**src/rtl/operand_fetch_if.sv**
```systemverilog
// Operand-fetch stage bus: upstream instruction handshake, write-back port, ALU-side handshake.
interface operand_fetch_if #(
    parameter int unsigned WIDTH = 32
);
    localparam int unsigned AW   = 5;
    localparam int unsigned FW   = 3;
    localparam int unsigned IMMW = 16;

    logic             in_valid;
    logic             in_ready;
    logic [AW-1:0]    ra1;
    logic [AW-1:0]    ra2;
    logic [FW-1:0]    func;
    logic             use_imm;
    logic [IMMW-1:0]  imm;
    logic             we;
    logic [AW-1:0]    wa;
    logic [WIDTH-1:0] wd;
    logic             out_valid;
    logic             out_ready;
    logic [WIDTH-1:0] a;
    logic [WIDTH-1:0] b;
    logic [FW-1:0]    f;

    modport master (
        output in_valid, ra1, ra2, func, use_imm, imm, we, wa, wd, out_ready,
        input  in_ready, out_valid, a, b, f
    );

    modport slave (
        input  in_valid, ra1, ra2, func, use_imm, imm, we, wa, wd, out_ready,
        output in_ready, out_valid, a, b, f
    );
endinterface

```
**src/rtl/operand_fetch.sv**
```systemverilog
// Operand fetch: 32-entry register file feeding a one-deep registered ALU operand stage.
// Optional WB_BYPASS_EN forwards same-cycle write-back data into the loaded operands.
module operand_fetch #(
    parameter int unsigned WIDTH = 32
) (
    input logic            clk,
    input logic            rst_n,
    operand_fetch_if.slave bus
);
    localparam int unsigned NREGS = 32;
    localparam int unsigned AW    = 5;
    localparam int unsigned FW    = 3;
    localparam int unsigned IMMW  = 16;

    typedef enum logic {EMPTY = 1'b0, FULL = 1'b1} state_t;

    state_t           state_q;
    state_t           state_d;
    logic             load_c;
    logic             in_ready_c;
    logic [WIDTH-1:0] regs [NREGS];
    logic [WIDTH-1:0] rd1_c;
    logic [WIDTH-1:0] rd2_c;
    logic [WIDTH-1:0] imm_ext_c;
    logic [WIDTH-1:0] a_q;
    logic [WIDTH-1:0] b_q;
    logic [FW-1:0]    f_q;

    // Stage can take a new op when empty or when the held op leaves this cycle
    assign in_ready_c    = (state_q == EMPTY) || bus.out_ready;
    assign bus.in_ready  = in_ready_c;
    assign bus.out_valid = (state_q == FULL);
    assign bus.a         = a_q;
    assign bus.b         = b_q;
    assign bus.f         = f_q;

    // Register file; entry 0 is never written so it stays zero
    always_ff @(posedge clk or negedge rst_n) begin
        if (!rst_n) begin
            for (int i = 0; i < int'(NREGS); i++) begin
                regs[i] <= '0;
            end
        end else if (bus.we && (bus.wa != AW'(0))) begin
            regs[bus.wa] <= bus.wd;
        end
    end

    assign imm_ext_c = {{(WIDTH - IMMW){bus.imm[IMMW-1]}}, bus.imm};

    always_comb begin
        rd1_c = (bus.ra1 == AW'(0)) ? '0 : regs[bus.ra1];
        rd2_c = (bus.ra2 == AW'(0)) ? '0 : regs[bus.ra2];
`ifdef WB_BYPASS_EN
        if (bus.we && (bus.wa != AW'(0)) && (bus.wa == bus.ra1)) begin
            rd1_c = bus.wd;
        end
        if (bus.we && (bus.wa != AW'(0)) && (bus.wa == bus.ra2)) begin
            rd2_c = bus.wd;
        end
`else
        // Reads see the pre-write value; the write lands at the same edge
`endif
    end

    always_ff @(posedge clk or negedge rst_n) begin
        if (!rst_n) begin
            state_q <= EMPTY;
        end else begin
            state_q <= state_d;
        end
    end

    always_comb begin
        state_d = state_q;
        load_c  = 1'b0;
        if (bus.in_valid && in_ready_c) begin
            load_c = 1'b1;
        end
        case (state_q)
            EMPTY: begin
                if (load_c) begin
                    state_d = FULL;
                end
            end
            FULL: begin
                if (load_c) begin
                    state_d = FULL;
                end else if (bus.out_ready) begin
                    state_d = EMPTY;
                end
            end
        endcase
    end

    // Operand registers only change on accept, so a stalled op is immune to later writes
    always_ff @(posedge clk or negedge rst_n) begin
        if (!rst_n) begin
            a_q <= '0;
            b_q <= '0;
            f_q <= '0;
        end else if (load_c) begin
            a_q <= rd1_c;
            b_q <= bus.use_imm ? imm_ext_c : rd2_c;
            f_q <= bus.func;
        end
    end
endmodule
```
**src/flat_wrapper.sv**
```systemverilog
// flat-port wrapper written by rule: the top's interface ports become plain ports
module operand_fetch_flat 
#(
    parameter int unsigned WIDTH = 32
)
  (clk, rst_n, bus_in_valid, bus_ra1, bus_ra2, bus_func, bus_use_imm, bus_imm, bus_we, bus_wa, bus_wd, bus_out_ready, bus_in_ready, bus_out_valid, bus_a, bus_b, bus_f);
  operand_fetch_if #(.WIDTH(WIDTH)) bus_i ();
  input logic clk;
  input logic rst_n;
  input wire logic [$bits(bus_i.in_valid)-1:0] bus_in_valid;
  input wire logic [$bits(bus_i.ra1)-1:0] bus_ra1;
  input wire logic [$bits(bus_i.ra2)-1:0] bus_ra2;
  input wire logic [$bits(bus_i.func)-1:0] bus_func;
  input wire logic [$bits(bus_i.use_imm)-1:0] bus_use_imm;
  input wire logic [$bits(bus_i.imm)-1:0] bus_imm;
  input wire logic [$bits(bus_i.we)-1:0] bus_we;
  input wire logic [$bits(bus_i.wa)-1:0] bus_wa;
  input wire logic [$bits(bus_i.wd)-1:0] bus_wd;
  input wire logic [$bits(bus_i.out_ready)-1:0] bus_out_ready;
  output wire logic [$bits(bus_i.in_ready)-1:0] bus_in_ready;
  output wire logic [$bits(bus_i.out_valid)-1:0] bus_out_valid;
  output wire logic [$bits(bus_i.a)-1:0] bus_a;
  output wire logic [$bits(bus_i.b)-1:0] bus_b;
  output wire logic [$bits(bus_i.f)-1:0] bus_f;
  assign bus_i.in_valid = bus_in_valid;
  assign bus_i.ra1 = bus_ra1;
  assign bus_i.ra2 = bus_ra2;
  assign bus_i.func = bus_func;
  assign bus_i.use_imm = bus_use_imm;
  assign bus_i.imm = bus_imm;
  assign bus_i.we = bus_we;
  assign bus_i.wa = bus_wa;
  assign bus_i.wd = bus_wd;
  assign bus_i.out_ready = bus_out_ready;
  assign bus_in_ready = bus_i.in_ready;
  assign bus_out_valid = bus_i.out_valid;
  assign bus_a = bus_i.a;
  assign bus_b = bus_i.b;
  assign bus_f = bus_i.f;
  operand_fetch #(.WIDTH(WIDTH)) u_core (.clk(clk), .rst_n(rst_n), .bus(bus_i));
endmodule
```
**config.mk**
```make
export PLATFORM = sky130hd
export DESIGN_NAME = operand_fetch_flat
export DESIGN_NICKNAME = d
export VERILOG_FILES = /design/src/rtl/operand_fetch_if.sv /design/src/rtl/operand_fetch.sv /design/src/flat_wrapper.sv
export SDC_FILE = /design/constraint.sdc
export NUM_CORES = 2
export LEC_CHECK = 0
export CORE_MARGIN = 5
export CORE_UTILIZATION = 55
export DETAILED_ROUTE_END_ITERATION = 10
export PLACE_DENSITY = 0.78
export SYNTH_ARGS = -nofsm -noshare
export SYNTH_HDL_FRONTEND = slang
export SYNTH_SLANG_ARGS = --single-unit
```
**constraint.sdc**
```tcl
create_clock -name clk -period 1.58 [get_ports clk]
set_input_delay 0.316 -clock clk [delete_from_list [all_inputs] [get_ports clk]]
set_output_delay 0.316 -clock clk [all_outputs]
set_load 0.005 [all_outputs]
```
======== Yosys cells after proc, flatten, opt, wreduce, memory -nomap -nowiden ========
Index checks and enable logic that the tools add are counted.
storage, ports and cells
  register bits after elaboration ......... 1092
operators by class
  order comparisons ....................... 4
  multiplexer cells ....................... 17
  bitwise gates (word level) .............. 4
  reductions and logical operators ........ 7
operator list
  operator              number
  $bwmux W1024          1
  $bmux W32 S5          2
  $mux W32              8
  $demux W32 S5         1
  $ge A6 B6 Y1 const B  3
  $not A5 Y6            3
  $logic_not A5 Y1      2
  $lt A6 B1 Y1 const B  1
  $reduce_bool A5 Y1    1
  $mux W1               4
  $logic_and A1 B1 Y1   3
  $pmux W1 S2           1
  $logic_or A1 B1 Y1    1
  $not A1 Y1            1

======== Longest topological paths before layout ========
  depth in word-level cells ............... 6
  gate-level depth with buffers ........... 8
  mapped depth without buffers ............ 4

======== Least setup slack after synthesis ========
OpenSTA, ideal clock, no wires.
  path type ............................... input to register
  from .................................... input bus_ra2[1]
  to ...................................... register u_core.b_q[10], in the netlist u_core.bus.b[10]
  arrival time ............................ 1832 ps
  data required time ...................... 1454 ps
  slack ................................... -378 ps
  stages .................................. 7
  cell sequence ........................... buf_2 -> buf_2 -> buf_1 -> mux4_2 -> a22oi_1 -> a21oi_1 -> o32a_1
on the way
  word-level cells in the longest chain between the ends .. 6
  elaborated cells on any way between the ends .. 7
  classes of those cells .................. mux (5); bitwise (1); reduce/logical (1)
RTL lines
  what                                          RTL line              RTL
  from (decl)                                   flat_wrapper.sv:12    input wire logic [$bits(bus_i.ra2)-1:0] bus_ra2;
  $not A5 Y6 (implied by the code)              operand_fetch.sv:52   rd2_c = (bus.ra2 == AW'(0)) ? '0 : regs[bus.ra2];
  $bmux W32 S5                                  operand_fetch.sv:52
  $mux W32 (implied by the code) (2 in series)  operand_fetch.sv:52
  $mux W32 *                                    operand_fetch.sv:52
  $mux W32 *                                    operand_fetch.sv:103  b_q <= bus.use_imm ? imm_ext_c : rd2_c;
  to (signal assigned)                          operand_fetch.sv:103
  to (decl)                                     operand_fetch.sv:26   logic [WIDTH-1:0] b_q;
Every way passes the cells marked *; elsewhere a longest branch is shown, timed or not. The select of a mux whose other input is x is not followed.
A chain may end at the register's enable or synchronous reset.

======== Final worst setup path ========
  from .................................... register u_core.state_q, in the netlist u_core.bus.out_valid
  to ...................................... register u_core.a_q[5], in the netlist u_core.bus.a[5]
on the way
  word-level cells in the longest chain between the ends .. 4
RTL lines
  what                    RTL line              RTL
  from (decl)             operand_fetch.sv:17   state_t state_q;
  from (signal assigned)  operand_fetch.sv:69   state_q <= state_d;
  $not A1 Y1              -
  $logic_or A1 B1 Y1      operand_fetch.sv:30   assign in_ready_c = (state_q == EMPTY) || bus.out_ready;
  $logic_and A1 B1 Y1     operand_fetch.sv:76   if (bus.in_valid && in_ready_c) begin
  $mux W1                 operand_fetch.sv:76
  to (signal assigned)    operand_fetch.sv:102  a_q <= rd1_c;
  to (decl)               operand_fetch.sv:25   logic [WIDTH-1:0] a_q;
Every way passes these cells.

==> run_results.csv <==
group,metric,value,unit
yosys,synth_fp_nets,3753,
global_route,met1_usage,44.9,%
worst_setup_path,path_class,"reg2reg",
yosys,async_reset_ff_share,100,%
timing,setup_ws,-0.197,ns
yosys,yosysSeqAreaShare,48.6,%
routing,post_drt_via_cell_ratio,6.98,
routing,route.detailed.drc,0,
global_route,busiest_layer,"met2",
place,placed_cells,5251,
die,dieWidth,330,µm
global_route,grt.total_usage,32.9,%
routing,drtAntennaViolNets,0,
timing,period_share,112,%
clock_network,cts_made_buffers,113,
global_route,use_met2,50.7,%
worst_setup_path,arrival,2.42,ns
cells_and_area,final_net_count,4144,
global_route,grt-ovfl-total,0,
timing,whs,0.0939,ns
outcome,violations,"setup timing",
power,clock_power_share,33.4,%
die,coreArea,0.102,mm²
power,ir_drop,0.00100,V
place,dp_slack,-0.836,ns
power,p_seq_share,45.2,%
yosys,synth_top_cell_by_area,"dfrtp_1",
worst_setup_path,required,2.22,ns
yosys,ys_seq_elements,1092,
timing,setup_viol,108,
outcome,outcome,"finished with violations",
timing,worstMarginPinSlew,0.477,ns
timing,maxSlewViolCount,0,
yosys,netlist-cell-type-count,50,
timing,clock_skew,0.0403,ns
power,comb_power_share,21.4,%
clock_network,cts_tree,"yes",
worst_setup_path,worst_path_max_delay_cell,"dfrtp_1",
timing,rsz0062_at_grt,"true",
die,start_util,55.3,%
power,power.switching,22.7,mW
clock_network,cts-root-buf,"clkbuf_16",
timing,max_freq,0.563,GHz
power,internal_power,60.3,mW
global_route,grtUsageMet3,7.66,%
worst_setup_path,cp_cell_sequence,"nand2b_1, buf_6, buf_6, o211ai_4, buf_12, clkbuf_16, a211oi_4, a22o_1",
cells_and_area,area_growth,22.8,%
global_route,grt_pass1_vias,40200,
power,power_density,1200,mW/mm²
routing,vias,38700,
timing,max_slew_margin,68.0,%
die,rows,117,
place,gp_congestion,0.890,
worst_setup_path,worst_setup_path_start_kind,"flip-flop",
die,die_h,330,µm
routing,routed_wl,182,mm
timing,hold_violations,0,
yosys,synthCells,3681,
yosys,synthTopCellsByCount,"dfrtp_1, mux2_2, mux4_2",
place,post_dp_cell_area,0.0639,mm²
yosys,synth_most_common_cell,"dfrtp_1",
place,portBuffers,140,
worst_setup_path,worstSetupEndpointType,"flip-flop",
yosys,synth_top_area_share,48.6,%
cells_and_area,instances_no_fill,5539,
yosys,synth_edf_count,0,
place,hpwl,116,mm
worst_setup_path,crit_start,"u_core.bus.out_valid",
clock_network,cts.sinks,1092,
yosys,synth.avg_cell_area,15.3,µm²
clock_network,htreeDepth,3,
power,leakagePower,30.0,nW
global_route,antenna_found_initial,7,
yosys,yosysWarnings,0,
worst_hold_path,hold_path_class,"in2async",
worst_setup_path,crit-reg2reg-launch,"u_core.bus.out_valid",
timing,finalSetupTns,-7.86,ns
clock_network,cts.clk_slew.worst_paths,0.06,ns
cells_and_area,drive_above_1_share,59.5,%
cells_and_area,fin_util,67.9,%
yosys,syn_area,0.0562,mm²
power,p_sw_share,27.3,%
worst_setup_path,crit_buf_inv,4,
global_route,grt_pass1_wl,265,mm
worst_setup_path,critPathMostFrequentCell,"buf_6",
cells_and_area,fin_area,0.0691,mm²
clock_network,clockBufferDepth,3,
flow_run,maxCapViolCount,0,
worst_setup_path,cpPeakStageDelay,0.38,ns
clock_network,clk_latency,0.73,ns
yosys,yosys-top-cells-area,"dfrtp_1, mux2_2, mux4_2, mux2i_1, clkbuf_1",
worst_setup_path,critPathTopFamily,"buffers and inverters",
yosys,synth-main-ff-cell,"dfrtp_1",
routing,wl_per_cell,32.9,µm
die,pin_count,141,
routing,drt_iter0_drc,4697,
power,p_total,83.0,mW
timing,finalCriticalPeriod,1.78,ns
die,die-area,0.109,mm²
routing,firstDrtPassIters,8,
global_route,grt_max_degree,90,
worst_setup_path,cp_max_fo,8,
cell usage in the layout, fill, tap and decap left out, types with 19 or more instances in the layout:
cell type / netlist / layout
clkbuf_8: 0 / 34
nand2_2: 0 / 19
buf_2: 102 / 49
dfrtp_1: 1092 / 1078
a211oi_2: 0 / 26
a22oi_2: 0 / 21
clkbuf_1: 226 / 25
buf_12: 0 / 205
a22o_1: 31 / 31
o22ai_1: 49 / 48
nor2b_1: 23 / 19
mux2_2: 1046 / 1046
mux2i_1: 112 / 106
clkdlybuf4s50_1: 0 / 56
clkbuf_16: 0 / 121
buf_4: 30 / 314
buf_6: 3 / 40
a21oi_1: 31 / 29
a22oi_1: 109 / 88
nand2_1: 78 / 58
mux4_2: 474 / 474
final timing paths:
check	end	slack (ns)	cells after the start
min in group clk	u_core.bus.f[1]	0.16	3
setup reg to reg	u_core.bus.a[5]	-0.20	8
hold reg to reg	u_core.regs[1020]	0.39	0
max in group asynchronous	u_core.regs[140]	0.61	4
setup / recovery	u_core.bus.a[5]	-0.20	8
hold / removal	u_core.regs[315]	0.09	2
power groups by stage:
stage                     clock network [mW]  logic [mW]  registers, mW
after global routing                    29.0        18.9           37.9
after floorplan                            0        11.9           36.1
after detailed placement                   0        16.9           37.6
final                                   27.8        17.8           37.5
after CTS                               27.9        17.2           37.2
after global placement                     0        16.4           37.1
repair_timing:
action | in CTS | in global routing
hold buffers | 1 | 0
setup endpoints to repair | 248 | 211
pin swaps | 6 | 50
resized for setup | 348 | 106
gates cloned | 3 | 9
setup buffers | 37 | 27
endpoints found under the hold margin | 557 | 0
sequential cells by signal, summed over array words and instances, names as in the netlist:
signal                flops
u_core.bus.f              3
u_core.bus.b             32
u_core.bus.a             32
u_core.regs            1024
u_core.bus.out_valid      1
final cells by class:
class / instances / area [µm²]
Antenna cell: 5 / 12.5
Sequential cell: 1092 / 27300
Multi-Input combinational cell: 2172 / 27900
Inverter: 1 / 3.75
Clock buffer: 172 / 3400
Fill cell: 6583 / 32700
Tap cell: 1368 / 1710
Timing Repair Buffer: 692 / 8240
Clock inverter: 37 / 445
layer usage:
metal	up-vias	routed length, µm	part of all wire (%)
li1	15100	-	-
met1	20600	68500	38
met2	2418	84500	46
met3	593	18800	10
met4	2	10200	5.6
met5	-	11	0.0060
cells by family after synthesis:
family	after synthesis	synth area share, %
AOI/OAI and AO/OA	342	4.47
buffers and inverters	418	3.26
DFF	1092	48.6
muxes	1632	41.9
and+or+nand+nor	197	1.76
Note: power is estimated with default switching activity, not from simulation.
